## src/rtl/maze_pkg.sv

```systemverilog
// Shared constants and types for the maze game input path.
// Button indices, default timing and the per-button debounce FSM state encoding.
package maze_pkg;

    localparam int unsigned BTN_C = 0;
    localparam int unsigned BTN_U = 1;
    localparam int unsigned BTN_D = 2;
    localparam int unsigned BTN_L = 3;
    localparam int unsigned BTN_R = 4;

    localparam int unsigned DEF_NUM_BTN         = 5;
    localparam int unsigned DEF_DEBOUNCE_CYCLES = 1_000_000;
    localparam int unsigned DEF_REPEAT_DELAY    = 50_000_000;
    localparam int unsigned DEF_REPEAT_PERIOD   = 15_000_000;
    localparam logic [4:0]  DEF_REPEAT_MASK     = 5'b11110;

    // Bit 1 set means the debounced level is high.
    typedef enum logic [1:0] {
        StIdle      = 2'b00,
        StDbPress   = 2'b01,
        StHeld      = 2'b10,
        StDbRelease = 2'b11
    } btn_state_e;

endpackage

```

## src/rtl/btn_channel.sv

```systemverilog
// One button: two-flop synchroniser, debounce FSM and optional hold-to-repeat counter.
// Press, release and repeat strobes are registered one-cycle pulses.
module btn_channel
    import maze_pkg::*;
#(
    parameter int unsigned DEBOUNCE_CYCLES = DEF_DEBOUNCE_CYCLES,
    parameter int unsigned REPEAT_DELAY    = DEF_REPEAT_DELAY,
    parameter int unsigned REPEAT_PERIOD   = DEF_REPEAT_PERIOD,
    parameter bit          REPEAT_EN       = 1'b1
) (
    input  logic clk_i,
    input  logic rst_ni,
    input  logic btn_raw_i,
    output logic btn_level_o,
    output logic btn_press_o,
    output logic btn_release_o
);

    localparam int unsigned CntW = $clog2(DEBOUNCE_CYCLES + 1);
    localparam int unsigned RptW = $clog2(REPEAT_DELAY + 1);
    localparam logic [CntW-1:0] CntMax = CntW'(DEBOUNCE_CYCLES);
    localparam logic [RptW-1:0] RptMax = RptW'(REPEAT_DELAY);
    // A period longer than the delay degenerates to a period equal to the delay.
    localparam logic [RptW-1:0] RptReload =
        (REPEAT_PERIOD >= REPEAT_DELAY) ? '0 : RptW'(REPEAT_DELAY - REPEAT_PERIOD);

    logic [1:0]      sync_d, sync_q;
    btn_state_e      state_d, state_q;
    logic [CntW-1:0] cnt_d, cnt_q;
    logic [RptW-1:0] rpt_d, rpt_q;
    logic            press_d, press_q;
    logic            release_d, release_q;
    logic            s;

    assign sync_d = {sync_q[0], btn_raw_i};
    assign s      = sync_q[1];

    always_comb begin
        state_d   = state_q;
        cnt_d     = cnt_q;
        rpt_d     = rpt_q;
        press_d   = 1'b0;
        release_d = 1'b0;
        unique case (state_q)
            StIdle: begin
                if (s) begin
                    state_d = StDbPress;
                    cnt_d   = CntW'(1);
                end
            end
            StDbPress: begin
                if (!s) begin
                    state_d = StIdle;
                    cnt_d   = '0;
                end else if (cnt_q == CntMax) begin
                    state_d = StHeld;
                    cnt_d   = '0;
                    rpt_d   = '0;
                    press_d = 1'b1;
                end else begin
                    cnt_d = cnt_q + CntW'(1);
                end
            end
            StHeld: begin
                if (!s) begin
                    state_d = StDbRelease;
                    cnt_d   = CntW'(1);
                end else if (REPEAT_EN) begin
                    if (rpt_q == RptMax - RptW'(1)) begin
                        rpt_d   = RptReload;
                        press_d = 1'b1;
                    end else if (rpt_q < RptMax) begin
                        rpt_d = rpt_q + RptW'(1);
                    end
                end
            end
            StDbRelease: begin
                // The repeat counter is left untouched here so a bounce only pauses it.
                if (s) begin
                    state_d = StHeld;
                    cnt_d   = '0;
                end else if (cnt_q == CntMax) begin
                    state_d   = StIdle;
                    cnt_d     = '0;
                    release_d = 1'b1;
                end else begin
                    cnt_d = cnt_q + CntW'(1);
                end
            end
            default: begin
                state_d = StIdle;
                cnt_d   = '0;
            end
        endcase
    end

    always_ff @(posedge clk_i or negedge rst_ni) begin
        if (!rst_ni) begin
            sync_q    <= '0;
            state_q   <= StIdle;
            cnt_q     <= '0;
            rpt_q     <= '0;
            press_q   <= 1'b0;
            release_q <= 1'b0;
        end else begin
            sync_q    <= sync_d;
            state_q   <= state_d;
            cnt_q     <= cnt_d;
            rpt_q     <= rpt_d;
            press_q   <= press_d;
            release_q <= release_d;
        end
    end

    assign btn_level_o   = (state_q == StHeld) || (state_q == StDbRelease);
    assign btn_press_o   = press_q;
    assign btn_release_o = release_q;

endmodule

```

## src/rtl/button_conditioner.sv

```systemverilog
// Conditions the raw push-buttons into debounced levels, press/release/repeat pulses
// and a single prioritised move strobe for the maze game logic.
module button_conditioner
    import maze_pkg::*;
#(
    parameter int unsigned       NUM_BTN         = DEF_NUM_BTN,
    parameter int unsigned       DEBOUNCE_CYCLES = DEF_DEBOUNCE_CYCLES,
    parameter int unsigned       REPEAT_DELAY    = DEF_REPEAT_DELAY,
    parameter int unsigned       REPEAT_PERIOD   = DEF_REPEAT_PERIOD,
    parameter logic [NUM_BTN-1:0] REPEAT_MASK    = NUM_BTN'(DEF_REPEAT_MASK)
) (
    input  logic               clk,
    input  logic               reset,
    input  logic [NUM_BTN-1:0] btn_raw,
    output logic [NUM_BTN-1:0] btn_level,
    output logic [NUM_BTN-1:0] btn_press,
    output logic [NUM_BTN-1:0] btn_release,
    output logic [3:0]         move_req,
    output logic               any_press
);

    for (genvar i = 0; i < NUM_BTN; i++) begin : g_chan
        btn_channel #(
            .DEBOUNCE_CYCLES(DEBOUNCE_CYCLES),
            .REPEAT_DELAY   (REPEAT_DELAY),
            .REPEAT_PERIOD  (REPEAT_PERIOD),
            .REPEAT_EN      (REPEAT_MASK[i])
        ) u_chan (
            .clk_i        (clk),
            .rst_ni       (reset),
            .btn_raw_i    (btn_raw[i]),
            .btn_level_o  (btn_level[i]),
            .btn_press_o  (btn_press[i]),
            .btn_release_o(btn_release[i])
        );
    end

    // Only one move per cycle reaches the game; U > D > L > R.
    always_comb begin
        move_req = 4'b0000;
        if (btn_press[BTN_U]) begin
            move_req = 4'b0001;
        end else if (btn_press[BTN_D]) begin
            move_req = 4'b0010;
        end else if (btn_press[BTN_L]) begin
            move_req = 4'b0100;
        end else if (btn_press[BTN_R]) begin
            move_req = 4'b1000;
        end
    end

    assign any_press = |btn_press;

endmodule
```

## config.mk

```make
export PLATFORM = sky130hd
export DESIGN_NAME = button_conditioner
export DESIGN_NICKNAME = d
export VERILOG_FILES = /design/src/rtl/maze_pkg.sv /design/src/rtl/btn_channel.sv /design/src/rtl/button_conditioner.sv
export SDC_FILE = /design/constraint.sdc
export NUM_CORES = 1
export LEC_CHECK = 0
export CORE_ASPECT_RATIO = 1.2
export CORE_MARGIN = 8
export CORE_UTILIZATION = 50
export DETAILED_ROUTE_END_ITERATION = 7
export HOLD_SLACK_MARGIN = 0.12
export PLACE_DENSITY = 0.66
export SYNTH_ARGS = -nofsm -noshare
export SYNTH_HDL_FRONTEND = slang
export SYNTH_SLANG_ARGS = --single-unit
```

## constraint.sdc

```tcl
create_clock -name clk -period 3.45 [get_ports clk]
set_clock_uncertainty 0.2 [all_clocks]
set_input_delay 0.69 -clock clk [delete_from_list [all_inputs] [get_ports clk]]
set_output_delay 0.69 -clock clk [all_outputs]
set_load 0.01 [all_outputs]
```

==> results.yml <==
run_status:
  status: "completed"
worst_setup_path:
  crit_required_ns: 2.56
  end_kind: "primary output"
  start_kind: "register"
  worstSetupPathType: "register to primary output"
  crit_arrival_ns: 2.21
  critPathMaxFanout: 12
global_routing:
  grt_pass1_vias: 11586
  antenna_found_initial: 0
  globalRouteTotalUtil_pct: 19.3
  grt_first_pass_wirelength_mm: 55.8
  grt_overflow: 0
  grt_max_degree: 75
clock_tree:
  cts_setup_buffers: 0
  cts_resized: 0
  cts_max_path_buffers: 3
  cts_tree: "yes"
  cts_root_buf: "clkbuf_16"
  path_clk_slew_ns: 0.06
  cts_max_level: 1
  hold_buffers: 1
  clock-sinks: 234
  cts_inserted_buffers: 27
  insertion_delay_ns: 0.53
place:
  gp_congestion: 0.855
  dp_cells: 1911
  io_buffers: 26
  placed_cell_area_um2: 14400
  dp_hpwl_mm: 21.8
sta:
  worst_pin_slew_ns: 0.822
  slew_violations: 0
  tns_ns: 0
  slew-limit-headroom_pct: 45.2
  finalSetupViolCount: 0
  min_period_ns: 3.10
  max_freq_ghz: 0.323
  rsz0062_at_grt: "no"
  hold_viol: 0
  finalCritPeriodShare_pct: 89.8
logic_synthesis:
  synth-seq-area-share_pct: 42.4
  synthArstFlopShare_pct: 100
  yosys.area.top_type_share_pct: 42.4
  syn_inst: 1597
  ys_warn_count: 0
  synth_area_um2: 13800
  synth-seq-cells: 234
  yosys.area.top_type: "dfrtp_1"
  synth.area.top_cells: "dfrtp_1, o21ai_0, nand2_1, nand3_1, nor2_1"
  synth_ff_type: "dfrtp_1"
  synth_edf_count: 0
  yosysUniqueCellTypes: 77
  syn_avg_cell_area_um2: 8.65
  syn-num-nets: 1634
pwr:
  power.density_nw_per_um2: 597
  power_leakage_nw: 6.30
  ir_drop_mv: 0.495
detailed_routing:
  ant_nets: 0
  routed_wirelength_mm: 31.9
  via_per_inst: 6.14
  wire_per_inst_um: 16.3
  drc: 0
  dr.pass1.iters: 5
  vias: 12017
  drt_iter0_markers: 867
finish:
  fin_area_um2: 15300
  layout.nets: 1638
  num_antenna_cells: 0
  stdcell_count: 1958
  area_growth_pct: 10.6
  drive_gt1_share_pct: 6.80
floorplan:
  initial_core_util_pct: 50.8
  core_area_um2: 27200
  dieArea_um2: 33200
  io_pins: 27
  dieHeight_um: 198
  die_w_um: 168
  num_rows: 66
worst_hold_path:
  hp-class: "register to register"
job:
  max_cap_violations: 0
[logic make-up (layout without fill, tap and decap cells)]
kind of cell    Yosys count  in the layout  share of synthesized area, %
compound gates          413            413                          18.6
flops                   234            234                          42.4
simple gates            736            736                          28.3
mux                      20             20                          1.53
fa+ha+maj                30             30                          2.72
buf+inv                 130            151                          4.29
xor+xnor                 34             34                          2.16
[worst max-delay path: stages (launching register included)]
cell             delay, ns
dfrtp_1               0.42
inv_1                 0.08
ha_1                  0.21
buf_4                 0.19
or2_2                 0.28
clkdlybuf4s50_1       0.49
[Yosys cell counts (9+ instances only)]
library cell	n
a21oi_1	84
a22o_1	9
a31oi_1	21
and2_1	17
and3_1	45
and4_1	18
buf_2	9
buf_4	19
clkbuf_1	56
dfrtp_1	234
ha_1	30
inv_1	41
mux2_2	9
mux2i_1	11
nand2_1	174
nand2b_1	23
nand3_1	104
nand4_1	55
nor2_1	119
nor2b_1	24
nor3_1	32
nor4_1	19
nor4b_1	11
o211ai_1	18
o21ai_0	154
o31ai_1	44
o41ai_1	13
or3_1	25
or4_1	27
xor2_1	26
[stage by stage]
stage	hold WS, ns	util, %	total power [mW]	setup WS [ns]
CTS	0.149	56.3	9.20	0.314
detailed placement	0.136	52.9	6.24	0.535
global placement	0.134	52.9	6.20	0.590
floorplan	0.131	-	5.28	0.833
global route	0.153	56.3	9.71	0.245
finish	0.148	56.3	9.13	0.353
[layout make-up]
type | count | area [um2]
Fill cell | 2449 | 11900
Multi-Input combinational cell | 1233 | 7370
Sequential cell | 234 | 5860
Clock buffer | 34 | 752
Timing Repair Buffer | 64 | 566
Tap cell | 340 | 425
Clock inverter | 12 | 156
Inverter | 41 | 154
[state kept, by name, indices dropped and copies added, names as in the netlist, named ones only]
register,flops
g_chan.u_chan.btn_press_o,5
g_chan.u_chan.btn_release_o,5
g_chan.u_chan.state_q,5
g_chan.u_chan.sync_q,10
g_chan.u_chan.cnt_q,100
g_chan.u_chan.rpt_q,104
[power by group]
group	switching, mW	leakage [nW]	internal, mW
registers	0.172	3.21	2.89
clock network	1.16	0.435	1.76
logic	2.10	2.66	1.04
total	3.43	6.30	5.70
[per-layer routing]
metal  part of all wire, %  routed length (um)  GRT usage (%)  vias to the layer above
met4                   1.8                 567           4.93                        0
met3                   4.0                1280           2.45                       48
met2                    48               15300           32.6                      207
li1                      -                   -              -                     5930
met1                    46               14800           25.9                     5832
met5                     0                   0              0                        -
[layout by cell type, fill, tap and decap left out, drive strengths merged, types with 9 or more instances in the layout]
cell type        n
a21oi           84
a22o             9
a31oi           21
and2            18
and3            46
and4            18
buf             38
clkbuf          34
clkdlybuf4s50   25
dfrtp          234
ha              30
inv             43
mux2             9
mux2i           11
nand2          174
nand2b          23
nand3          104
nand4           55
nor2           119
nor2b           24
nor3            33
nor4            21
nor4b           11
o211ai          18
o21ai          157
o31ai           45
o41ai           13
or3             25
or4             28
xor2            26
[worst paths after layout]
check / start / to / slack [ns] / cells past startpoint
hold reg to reg: g_chan[2].u_chan.sync_q[0] / g_chan[2].u_chan.sync_q[1] / 0.15 / 0
max in group asynchronous: reset / g_chan[3].u_chan.cnt_q[4] / 1.57 / 3
setup reg to reg: g_chan[3].u_chan.cnt_q[5] / g_chan[3].u_chan.rpt_q[3] / 0.53 / 6
setup / recovery: g_chan[3].u_chan.state_q[0] / btn_level[3] / 0.35 / 5
min in group asynchronous: reset / g_chan[1].u_chan.cnt_q[6] / 0.51 / 2
hold / removal: g_chan[2].u_chan.sync_q[0] / g_chan[2].u_chan.sync_q[1] / 0.15 / 0
No activity file was read; power rests on OpenSTA's default activity.
